File: config.mk
export PLATFORM = sky130hd
export DESIGN_NAME = pc_jump_ctrl
export DESIGN_NICKNAME = d
export VERILOG_FILES = /design/src/rtl/pc_jump_ctrl.sv
export SDC_FILE = /design/constraint.sdc
export NUM_CORES = 1
export LEC_CHECK = 0
export ABC_CLOCK_PERIOD_IN_PS = 3600
export BUFFER_PORTS_ARGS = -buffer_cell sky130_fd_sc_hd__clkbuf_2
export CAP_MARGIN = 10
export CORE_ASPECT_RATIO = 0.9
export CORE_MARGIN = 5
export CORE_UTILIZATION = 56
export CTS_CLUSTER_DIAMETER = 120
export DETAILED_ROUTE_END_ITERATION = 16
export GPL_TIMING_DRIVEN = 0
export HOLD_SLACK_MARGIN = 0.02
export PLACE_DENSITY = 0.85
export SYNTH_ARGS = -nofsm -noshare
export SYNTH_HDL_FRONTEND = slang
export SYNTH_SLANG_ARGS = --single-unit
File: constraint.sdc
create_clock -name clk_i -period 3.6 [get_ports clk_i]
set_clock_uncertainty 0.15 [all_clocks]
set_input_delay 0.36 -clock clk_i [delete_from_list [all_inputs] [get_ports clk_i]]
set_output_delay 0.36 -clock clk_i [all_outputs]
set_load 0.01 [all_outputs]
File: src/rtl/pc_jump_ctrl.sv
// Fetch-side PC generator and redirect controller: sequential PC advance, execute-stage
// redirects with a multi-cycle pipeline flush, a saturating redirect counter and a misalign trap.
module pc_jump_ctrl #(
  parameter int unsigned           ADDR_WIDTH   = 32,
  parameter logic [ADDR_WIDTH-1:0] RESET_ADDR   = '0,
  parameter int unsigned           PC_STEP      = 4,
  parameter int unsigned           FLUSH_CYCLES = 2
) (
  input  logic                  clk_i,
  input  logic                  rst_i,
  input  logic                  jump_enable_i,
  input  logic [ADDR_WIDTH-1:0] jump_addr_i,
  input  logic                  hold_i,
  output logic [ADDR_WIDTH-1:0] pc_o,
  output logic                  inst_valid_o,
  output logic                  flush_o,
  output logic                  misalign_o,
  output logic [15:0]           jump_count_o
);

  localparam int unsigned     CNT_W       = (FLUSH_CYCLES > 1) ? $clog2(FLUSH_CYCLES) : 1;
  localparam logic [CNT_W-1:0] FLUSH_INIT = CNT_W'(FLUSH_CYCLES - 1);
  localparam logic            FLUSH_MULTI = (FLUSH_CYCLES > 1);

  typedef enum logic [1:0] {
    ST_BOOT,
    ST_RUN,
    ST_FLUSH,
    ST_TRAP
  } state_e;

  state_e                state_q;
  logic [ADDR_WIDTH-1:0] pc_q;
  logic [CNT_W-1:0]      fcnt_q;
  logic [15:0]           jcnt_q;

  logic                  aligned;
  logic                  take;
  logic                  bad;
  logic [ADDR_WIDTH-1:0] pc_seq_d;
  logic [15:0]           jcnt_d;

  assign aligned  = (jump_addr_i[1:0] == 2'b00);
  assign take     = (state_q == ST_RUN) && jump_enable_i && aligned;
  assign bad      = (state_q == ST_RUN) && jump_enable_i && !aligned;
  assign pc_seq_d = pc_q + ADDR_WIDTH'(PC_STEP);
  assign jcnt_d   = (jcnt_q == 16'hFFFF) ? jcnt_q : jcnt_q + 16'd1;

  // NOTE: all state below is written with non-blocking assignments so every register
  // samples the pre-edge values of its neighbours, independent of statement order.
  always_ff @(posedge clk_i or posedge rst_i) begin
    if (rst_i) begin
      state_q <= ST_BOOT;
      pc_q    <= RESET_ADDR;
      fcnt_q  <= '0;
      jcnt_q  <= '0;
    end else begin
      case (state_q)
        ST_BOOT: state_q <= ST_RUN;
        ST_RUN: begin
          if (bad) begin
            state_q <= ST_TRAP;
          end else if (take) begin
            pc_q   <= jump_addr_i;
            jcnt_q <= jcnt_d;
            if (FLUSH_MULTI) begin
              fcnt_q  <= FLUSH_INIT;
              state_q <= ST_FLUSH;
            end
          end else if (!hold_i) begin
            pc_q <= pc_seq_d;
          end
        end
        // Jumps seen here come from wrong-path instructions and are dropped.
        ST_FLUSH: begin
          if (!hold_i) begin
            pc_q   <= pc_seq_d;
            fcnt_q <= fcnt_q - CNT_W'(1);
            if (fcnt_q == CNT_W'(1)) state_q <= ST_RUN;
          end
        end
        ST_TRAP: state_q <= ST_TRAP;
        default: state_q <= ST_TRAP;
      endcase
    end
  end

  assign pc_o         = pc_q;
  assign inst_valid_o = (state_q == ST_RUN) || (state_q == ST_FLUSH);
  assign misalign_o   = (state_q == ST_TRAP);
  assign flush_o      = take || (state_q == ST_FLUSH);
  assign jump_count_o = jcnt_q;

endmodule

* Yosys cells after proc, flatten, opt, wreduce, memory -nomap -nowiden
Cells that the tools add are included.
Word-level totals: register bits 51, input port bits 36, output and inout port bits 51
Cells by class: add/sub/neg operators 3, equality and inequality tests 9, muxes and demuxes 13, bitwise operators 2, reductions and logical operators 13
Operator list (count):
- 2-to-1 mux 32 bit | 3
- case mux 32 bit (2 select lines) | 1
- adder 32 x 3 -> 32 bit, second input constant | 1
- adder 16 x 1 -> 16 bit, second input constant | 1
- equality test 16 bit, second input constant | 1
- 2-to-1 mux 2 bit | 4
- inequality test 2 bit, second input constant | 4
- case mux 2 bit (4 select lines) | 1
- AND reduction 4 bit | 2
- equality test 2 bit, second input constant | 2
- logical NOT 2 bit | 2
- logical AND 1 bit | 3
- 2-to-1 mux 1 bit | 3
- inequality test 3 bit, second input constant | 1
- AND reduction 3 bit | 1
- equality test 2 x 1 -> 1 bit, second input constant | 1
- logical OR 1 bit | 2
- inverter 1 bit | 2
- case mux 1 bit (2 select lines) | 1
- AND reduction 2 bit | 1
- nonzero test 2 bit | 1
- logical NOT 1 bit | 1
- subtractor 1 bit, second input constant | 1

* Longest topological paths before layout
word-level depth 6, depth in mapped cells 10, depth with buffers taken out 7

* Worst setup path before layout
No wires, ideal clock.
path type reg2reg, from register state_q[1], to register pc_q[30] (netlist: pc_o[30]), setup time 0.152 ns, data arrival time 1.769 ns, required time 3.298 ns, slack 1.528 ns, stages on the path, launching flop included 10, clock period less this slack 2.072 ns, cells stage by stage dfrtp_1 -> inv_1 -> ha_1 -> nand4bb_1 -> buf_2 -> or2_4 -> buf_2 -> buf_2 -> o311ai_0 -> o311ai_0
On the way: cells in the longest elaborated chain, start to end 6, elaborated cells on any way between the ends 11
Ends and longest elaborated chain:
- from (decl) | RTL line 32 | state_e state_q;
- from (signal assigned) | RTL line 53 | state_q <= ST_BOOT;
- from (signal assigned) | RTL line 59 | ST_BOOT: state_q <= ST_RUN;
- from (signal assigned) | RTL line 62 | state_q <= ST_TRAP;
- equality test 2 x 1 -> 1 bit | RTL line 44, 45, 58
- logical AND 1 bit | RTL line 44, 45
- logical AND 1 bit | RTL line 44 | assign take = (state_q == ST_RUN) && jump_enable_i && aligned;
- 2-to-1 mux 32 bit | RTL line 63 | end else if (take) begin
- 2-to-1 mux 32 bit | RTL line 61 | if (bad) begin
- case mux 32 bit (2 select lines) | RTL line 58 | case (state_q)
- to (signal assigned) | RTL line 64 | pc_q <= jump_addr_i;
- to (signal assigned) | RTL line 71 | pc_q <= pc_seq_d;
- to (signal assigned) | RTL line 77 | pc_q <= pc_seq_d;
- to (decl) | RTL line 33 | logic [ADDR_WIDTH-1:0] pc_q;
Several ways; a longest one is shown, not always the timed one. The select of a mux whose other input is x is not followed. A chain may end at the register's enable or synchronous reset.

* Worst setup path after layout
from register state_q[1], to register pc_q[13] (netlist: pc_o[13])
Same word-level chain as after synthesis.

==> flow_summary.yaml <==
setup_path:
  worstPathCellList: "inv_1 -> ha_1 -> nand2_1 -> o22ai_1 -> clkbuf_1 -> a22oi_1 -> nand3_1"
  cp.required_ps: 3700
  critPathKind: "reg -> reg"
  cp-start-kind: "flip-flop"
  r2r-end: "pc_o[13]"
  reg2reg_depth: 7
  slowest_stage: "o22ai_1"
  worstPathArrival_ps: 2700
  r2r_slack_ps: 1010
  crit_fanout: 10
  slowest_delay_ps: 680
  cp-end-kind: "flip-flop"
  critical_path.reg2reg.startpoint: "state_q[1]"
timing:
  period_share_pct: 72.0
  fmax_mhz: 386
  setup_tns_ps: 0
  period_minus_slack_ps: 2590
  setup_ws_ps: 1010
  worst_pin_slew_ps: 872
  finalMaxSlewViolations: 0
  finalSetupViolCount: 0
  rsz0062_at_grt: "false"
  hold_viol: 0
  slew_headroom_pct: 41.9
worst_hold_path:
  hp-class: "in -> reg"
  min_from: "jump_addr_i[12]"
  holdPathEnd: "pc_o[12]"
  hold_depth: 3
drt:
  postRouteAntennaNets: 0
  dr.pass1.iters: 6
  vias_per_cell: 6.20
  drt_iter0_drc: 216
  vias: 3001
  wl_per_cell_microns: 17.3
  drcViolationCount: 0
  wl_mm: 8.39
logic_synthesis:
  netlist_instances: 321
  yosysUniqueCellTypes: 58
  syn-num-nets: 363
  netlist.area_leader.share_pct: 42.7
  ys_seq_elements: 51
  yosysWarnings: 0
  synth_ff_type: "dfrtp_1"
  synth_commonest_cells: "dfrtp_1 (51), nand2_1 (27), nand3_1 (27), o21ai_0 (20), a21oi_1 (18)"
  ys_seq_area_share_pct: 42.7
  avgSynthCellArea_sq_um: 9.32
  yosysMostFrequentCell: "dfrtp_1"
  synth_edf_count: 0
  yosysTopAreaCell: "dfrtp_1"
  synthTopCellsByArea: "dfrtp_1 (43%), nand3_1 (4.5%), nand2_1 (3.4%), o21ai_0 (3.3%), a21oi_1 (3.0%)"
  synth-async-reset-ratio_pct: 100
  syn_area_sq_mm: 0.00299
floorplan:
  die_width_microns: 87.0
  die-area_sq_mm: 0.00691
  dieHeight_microns: 79.3
  core_area_sq_mm: 0.00522
  rows: 25
  ios: 87
  start_util_pct: 57.3
global_route:
  use_met2_pct: 39.9
  grt_max_degree: 40
  busiest_layer: "met2"
  met1_usage_pct: 33.9
  use_met3_pct: 5.60
  antenna_found_initial: 0
  grt_pass1_vias: 3005
  track_usage_pct: 25.7
  grt_pass1_wl_mm: 14.1
  grt_overflow: 0
finish:
  layout.nets: 458
  final_area_sq_mm: 0.00367
  layout-drive-gt1-share_pct: 28.5
  insertedDiodeCount: 0
  num-fill-cells: 411
  syn_to_final_growth_pct: 22.6
power_and_ir_drop:
  ir_drop_uv: 317
  p_leak_nw: 1.68
  powerDensity_mw_per_mm2: 632
clock_tree:
  clkTransAtPathRegs_ps: 100
  clock_path_buffers: 2
  clk_latency_ps: 310
  cts_sinks: 51
  cts_made_buffers: 5
  htreeDepth: 2
  root_buffer: "clkbuf_8"
  cts_setup_buffers: 0
  cts_tree: "done"
placement:
  placed_area_sq_mm: 0.00353
  pre_cts_slack_ps: 1050
  hpwl_mm: 6.25
  portBuffers: 86
  gp_congestion: 0.860
flow_run:
  cap_violations: 0
status:
  status: "finished clean"
[routing by layer]
metal	wire length, microns	share of wire (%)	vias to the layer above
met4	215	2.6	0
met1	3510	42	1414
met5	0	0	-
li1	-	-	1408
met2	3960	47	154
met3	698	8.3	25
[layout by cell type (no fill, tap or decap), drive strengths merged, types with 8 or more instances in the layout]
master / count
nand3: 29
nand4: 13
a21oi: 18
and3: 10
dfrtp: 51
nor2: 17
o21ai: 20
clkbuf: 98
nand2: 27
nor3: 12
a22oi: 10
inv: 10
buf: 9
o211ai: 8
o311ai: 10
xnor2: 9
[layout make-up]
cell class,instances,area [sq um],area share (%)
tap,67,83.8,2.29
clock buffer,6,72.6,1.98
multi-input combinational,246,1580,43.1
sequential,51,1280,34.8
timing repair buffer,88,460,12.6
clock inverter,2,60.1,1.64
inverter,10,37.5,1.02
buffer,14,95.1,2.59
[flip-flops by register name, summed over array words and instances (netlist names)]
register	flops
pc_o	32
jump_count_o	16
state_q	2
fcnt_q	1
[through the flow]
step	instances	hold slack, ps	power [W]	utilization [%]
floorplan	321	343	0.00148	-
global placement	474	328	0.00179	67.1
detailed placement	475	159	0.00184	67.5
CTS	484	122	0.00231	70.2
global route	484	126	0.00247	70.2
finish	484	118	0.00232	70.2
[power by group]
part	internal [W]	switching, W
combinational	0.000369	0.000539
clock	0.000278	0.000199
sequential	0.000716	0.000217
total	0.00136	0.000954
[logic make-up (layout without fill, tap and decap cells)]
family,after synthesis,in the layout,share of synthesized area [%]
compound gates,91,91,20.5
buf+inv,24,120,4.43
flops,51,51,42.7
mux,1,1,0.376
xor+xnor,15,15,4.39
simple gates,133,133,25.1
fa+ha+maj,6,6,2.51
[worst max-delay path, delay by kind of cell, from the launching register on]
kind	cells	cell delay (ps)
AO/OA/AOI/OAI	2	840
buffers and inverters	2	560
flip-flops	1	420
adder cells (fa/ha/maj)	1	310
AND/OR/NAND/NOR	2	260
[worst max path at each step]
stage / startpoint / end / slack [ps] / cells after the start
after floorplan: state_q[1] / pc_o[30] / 1530 / 9
after global placement: state_q[1] / pc_o[26] / 1150 / 7
after detailed placement: state_q[1] / pc_o[8] / 1050 / 6
after CTS: state_q[1] / pc_o[13] / 1030 / 7
after global routing: state_q[1] / pc_o[13] / 920 / 7
final: state_q[1] / pc_o[13] / 1010 / 7
[repair_timing]
item | in CTS | in global routing
endpoints found under the setup margin | 0 | 0
resized for setup | 0 | 0
endpoints found under the hold margin | 12 | 0
hold buffers | 1 | 0
(Power assumes the default switching activity.)
